### src/rtl/tron_mem_pkg.sv
// Shared types for the memory port arbiter: FSM state encoding, read-data owner tags, counter widths.
package tron_mem_pkg;
  typedef enum logic {
    ARB       = 1'b0,
    VGA_BURST = 1'b1
  } arb_state_t;

  typedef enum logic [1:0] {
    OWN_NONE = 2'd0,
    OWN_CPU  = 2'd1,
    OWN_VGA  = 2'd2
  } owner_t;

  localparam int WAIT_CNT_W = 4;  // holds MAX_WAIT up to 15
  localparam int BEAT_W     = 4;  // holds BURST_LEN-1 up to 15
endpackage

### src/rtl/mem_arb_starve_ctr.sv
// Saturating count of cycles the display has waited for the port; sat raises display priority.
// No latency on sat (decoded from the register); clear wins over increment.
module mem_arb_starve_ctr
  import tron_mem_pkg::*;
#(
  parameter int MAX_WAIT = 4
) (
  input  logic clk,
  input  logic reset,
  input  logic inc,
  input  logic clr,
  output logic sat
);
  logic [WAIT_CNT_W-1:0] cnt;

  assign sat = (cnt >= WAIT_CNT_W'(MAX_WAIT));

  always_ff @(posedge clk or negedge reset) begin
    if (!reset) begin
      cnt <= '0;
    end else if (clr) begin
      cnt <= '0;
    end else if (inc && !sat) begin
      cnt <= cnt + WAIT_CNT_W'(1);
    end
  end
endmodule

### src/rtl/mem_port_arbiter.sv
// Arbitrates one sync memory port between CPU (priority) and VGA reads with starvation guard and locked bursts.
// Grants are combinational, read data returns one cycle later; optional counters under ARB_STATS_EN.
module mem_port_arbiter
  import tron_mem_pkg::*;
#(
  parameter int WIDTH     = 16,
  parameter int ADDR_BITS = 16,
  parameter int MAX_WAIT  = 4,
  parameter int BURST_LEN = 8
) (
  input  logic                 clk,
  input  logic                 reset,
  input  logic                 cpu_req,
  input  logic                 cpu_we,
  input  logic [ADDR_BITS-1:0] cpu_addr,
  input  logic [WIDTH-1:0]     cpu_wdata,
  output logic                 cpu_gnt,
  output logic                 cpu_rvalid,
  output logic [WIDTH-1:0]     cpu_rdata,
  input  logic                 vga_req,
  input  logic                 vga_burst,
  input  logic [ADDR_BITS-1:0] vga_addr,
  output logic                 vga_gnt,
  output logic                 vga_rvalid,
  output logic [WIDTH-1:0]     vga_rdata,
  output logic [ADDR_BITS-1:0] mem_addr,
  output logic [WIDTH-1:0]     mem_wdata,
  output logic                 mem_we,
  input  logic [WIDTH-1:0]     mem_rdata
`ifdef ARB_STATS_EN
  ,
  output logic [15:0]          stat_cpu_grants,
  output logic [15:0]          stat_vga_grants,
  output logic [15:0]          stat_conflicts
`endif
);
  arb_state_t        state, state_nxt;
  logic [BEAT_W-1:0] beat_cnt, beat_nxt;
  owner_t            owner, owner_nxt;
  logic              wait_sat;

  mem_arb_starve_ctr #(.MAX_WAIT(MAX_WAIT)) u_starve (
    .clk   (clk),
    .reset (reset),
    .inc   (vga_req & ~vga_gnt),
    .clr   (vga_gnt | ~vga_req),
    .sat   (wait_sat)
  );

  // Grants are gated by the reset level so every output reads 0 while reset is held.
  always_comb begin
    state_nxt = state;
    beat_nxt  = beat_cnt;
    cpu_gnt   = 1'b0;
    vga_gnt   = 1'b0;
    if (reset) begin
      case (state)
        ARB: begin
          if (vga_req && (wait_sat || !cpu_req)) begin
            vga_gnt = 1'b1;
            if (vga_burst && (BURST_LEN > 1)) begin
              state_nxt = VGA_BURST;
              beat_nxt  = BEAT_W'(BURST_LEN - 1);
            end
          end else if (cpu_req) begin
            cpu_gnt = 1'b1;
          end
        end
        VGA_BURST: begin
          if (vga_req) begin
            vga_gnt  = 1'b1;
            beat_nxt = beat_cnt - BEAT_W'(1);
            if (beat_cnt == BEAT_W'(1)) begin
              state_nxt = ARB;
            end
          end else begin
            state_nxt = ARB;
          end
        end
        default: state_nxt = ARB;
      endcase
    end
  end

  always_comb begin
    mem_addr  = cpu_gnt ? cpu_addr : (vga_gnt ? vga_addr : '0);
    mem_we    = cpu_gnt & cpu_we;
    mem_wdata = mem_we ? cpu_wdata : '0;
    owner_nxt = vga_gnt ? OWN_VGA : ((cpu_gnt && !cpu_we) ? OWN_CPU : OWN_NONE);
  end

  always_ff @(posedge clk or negedge reset) begin
    if (!reset) begin
      state    <= ARB;
      beat_cnt <= '0;
      owner    <= OWN_NONE;
    end else begin
      state    <= state_nxt;
      beat_cnt <= beat_nxt;
      owner    <= owner_nxt;
    end
  end

  // The memory returns data for whichever access was granted last cycle; only its owner sees it.
  assign cpu_rvalid = (owner == OWN_CPU);
  assign vga_rvalid = (owner == OWN_VGA);
  assign cpu_rdata  = cpu_rvalid ? mem_rdata : '0;
  assign vga_rdata  = vga_rvalid ? mem_rdata : '0;

`ifdef ARB_STATS_EN
  always_ff @(posedge clk or negedge reset) begin
    if (!reset) begin
      stat_cpu_grants <= '0;
      stat_vga_grants <= '0;
      stat_conflicts  <= '0;
    end else begin
      if (cpu_gnt && (stat_cpu_grants != 16'hFFFF)) stat_cpu_grants <= stat_cpu_grants + 16'd1;
      if (vga_gnt && (stat_vga_grants != 16'hFFFF)) stat_vga_grants <= stat_vga_grants + 16'd1;
      if (cpu_req && vga_req && (stat_conflicts != 16'hFFFF)) stat_conflicts <= stat_conflicts + 16'd1;
    end
  end
`endif
endmodule
### config.mk
export PLATFORM = sky130hd
export DESIGN_NAME = mem_port_arbiter
export DESIGN_NICKNAME = d
export VERILOG_FILES = /design/src/rtl/tron_mem_pkg.sv /design/src/rtl/mem_arb_starve_ctr.sv /design/src/rtl/mem_port_arbiter.sv
export SDC_FILE = /design/constraint.sdc
export NUM_CORES = 1
export LEC_CHECK = 0
export ABC_CLOCK_PERIOD_IN_PS = 1550
export CAP_MARGIN = 25
export CORE_ASPECT_RATIO = 0.9
export CORE_UTILIZATION = 24
export CTS_CLUSTER_SIZE = 28
export DETAILED_ROUTE_END_ITERATION = 8
export GPL_TIMING_DRIVEN = 0
export PLACE_DENSITY = 0.85
export SYNTH_ARGS = -nofsm -noshare
export SYNTH_HDL_FRONTEND = slang
export SYNTH_SLANG_ARGS = --single-unit
### constraint.sdc
create_clock -name clk -period 1.55 [get_ports clk]
set_clock_uncertainty 0.05 [all_clocks]
set_input_delay 0.31 -clock clk [delete_from_list [all_inputs] [get_ports clk]]
set_output_delay 0.31 -clock clk [all_outputs]
set_load 0.01 [all_outputs]
==> impl_metrics.toml <==
[power_and_ir_drop]
peakVddDrop_mv = 0.489
powerDensity_mw_per_mm2 = 624
p_leak_nw = 1.53
p_total_mw = 1.88

[place]
dp.final_hpwl_um = 3760
io_buffers = 138
place_inst = 331
gp_congestion = 0.792

[route]
postRouteAntennaNets = 0
drtIter0Drc = 49
drc = 0
dr.pass1.iters = 4
wire_per_inst_um = 15.7
vias = 1712
totalWireLength_um = 5760
viasPerCell = 4.65

[clock_network]
cts.sinks = 11
cts_tree = "yes"
htree_num_levels = 1
insertion_delay_ns = 0.24
path_clk_slew_ns = 0.05
cts.path.max_buffers = 2
cts_root_buffer = "clkbuf_8"
cts_buffers = 3

[status]
violations = "negative setup slack"
status = "complete, but fails checks"

[timing]
hold_viol_final = 0
holdWs_ns = 0.238
fin_crit_sh = 1.29
slew_headroom = 0.650
post-route-min-period_ns = 2.01
finalSetupTns_ns = -18.26
worst_slew_pin_slew_ns = 0.524
max_freq_mhz = 498
rsz0062_at_grt = "yes"
worst_slack_ns = -0.457
setup_viol = 62
maxSlewViolCount = 0

[layout]
n_fill_cell = 348
final_util = 0.670
instances_no_fill = 368
layout.cells.most_common_list = "buf_6 (67), clkdlybuf4s50_1 (66), and2_4 (32)"
drive_gt1_frac = 0.516
nets = 380
final_common_cell = "buf_6"
diodes = 0
syn2layout_area_growth_pct = 165

[hold_path]
hold_end = "u_starve.cnt[3]"
hold_path_class = "input port to flip-flop"
min_path_cells = 2
worstHoldStart = "reset"

[synth]
syn_area_per_cell_um2 = 8.66
synth.top_cell.area_share = 0.243
synth_area_leaders = "dfrtp_1 (24%), and2_1 (18%), a22o_1 (12%)"
yosys.cell_types.count = 29
synth_cells = 131
yosys.area.top_type = "dfrtp_1"
syn_area_mm2 = 0.00113
syn-num-nets = 204
yosysSeqAreaShare = 0.243
postSynthRegisterBits = 11
yosysWarnings = 0

[floorplanning]
die_w_um = 74.5
die-area_mm2 = 0.00501
start_util = 0.253
die_h_um = 67.2
io_pins = 139
std_cell_rows = 23
core-area_mm2 = 0.00449

[critical_path]
worstRegToRegCells = 6
cp_top_family = "simple AND/OR/NAND/NOR gates"
criticalPathCategory = "flip-flop to output port"
crit_path_end_kind = "output port"
r2r_end = "u_starve.cnt[2]"
cp_max_fo = 5
required_ns = 1.19
r2r_setup_slack_ns = 0.01
slowest_stage = "dfrtp_2"
crit_buf_inv = 2
cp_data_arrival_time_ns = 1.65
path_cells = "nor4b_4 > nor2_4 > buf_6 > a22o_1 > buf_2"
cp-start-kind = "flip-flop"
slowest_delay_ns = 0.45
r2r-start = "state"

[global_route]
first_global_vias = 1598
grt_max_degree = 12
antenna_found_initial = 0
gr-total-overflow = 0
grt_usage = 0.195
grt_pass1_wl_um = 7470

[job]
drv_cap = 0
==> power by group <==
part	switching [mW]	internal [mW]	leakage (nW)
logic	0.445	0.695	1.37
registers	0.0776	0.361	0.135
clock network	0.118	0.181	0.0228
total	0.641	1.24	1.53
==> registers in the layout (all words and copies together), names as in the netlist <==
name          count
beat_cnt          4
owner             2
state             1
u_starve.cnt      4
==> metal layers <==
metal / up-vias / global-route usage / share of wire
met4: 0 / 0.0401 / 0.011
met3: 9 / 0.0672 / 0.087
met2: 89 / 0.364 / 0.52
met1: 792 / 0.213 / 0.38
li1: 822 / - / -
met5: - / 0 / 0
==> per-stage QoR <==
step,worst slack [ns],area (um^2)
finish,-0.457,3010
floorplan,-0.0439,1130
global route,-0.504,3010
CTS,-0.458,2780
detailed placement,-1.52,2590
global placement,-1.47,2590
==> worst max path at each step <==
| stage | start | end | cells after the start |
|---|---|---|---|
| after floorplan | u_starve.cnt[2] | mem_addr[10] | 4 |
| after global placement | reset | mem_wdata[14] | 7 |
| after detailed placement | reset | mem_addr[0] | 7 |
| after CTS | state | mem_addr[0] | 5 |
| after global routing | state | mem_addr[11] | 5 |
| final | state | mem_addr[0] | 5 |
==> cells in the mapped netlist (all sizes together) <==
cell type and count:
a22o 16, a2bb2oi 1, nor3b 3, nand4 2, buf 7, and2b 1, inv 7, nor4b 2
clkbuf 3, mux2i 2, nor2b 4, o211ai 2, o311ai 1, a21oi 1, dfrtp 11, o32a 1
nor2 4, and2 33, o31a 1, nand2 2, o21ai 3, xnor2 1, and3 17, o221ai 1
ha 3, or3b 1, a311o 1
==> layout make-up <==
| cell class | instances | area (um^2) | share of cell area |
|---|---|---|---|
| repair buffers | 173 | 1630 | 0.542 |
| multi-input cells | 103 | 866 | 0.288 |
| flip-flops and latches | 11 | 278 | 0.0923 |
| plain buffers | 8 | 83.8 | 0.0279 |
| well taps | 62 | 77.6 | 0.0258 |
| clock buffers | 4 | 45.0 | 0.0150 |
| inverters | 7 | 26.3 | 0.00874 |
==> repair_timing <==
action,CTS,global route
hold buffers,1,0
setup endpoints to repair,79,71
resized for setup,345,62
setup buffers,29,6
cloned,2,0
pin swaps,18,15
hold endpoints to repair,11,0
==> kinds of logic after synthesis <==
family                   count (synthesis)  synth area share
AND/OR/NAND/NOR                         69             0.397
multiplexers                             2            0.0176
XOR/XNOR                                 1           0.00772
buffers and inverters                   17            0.0992
AO/OA/AOI/OAI                           28             0.203
adder cells (fa/ha/maj)                  3            0.0331
flip-flops                              11             0.243
Power figures use the tool's default switching activity.
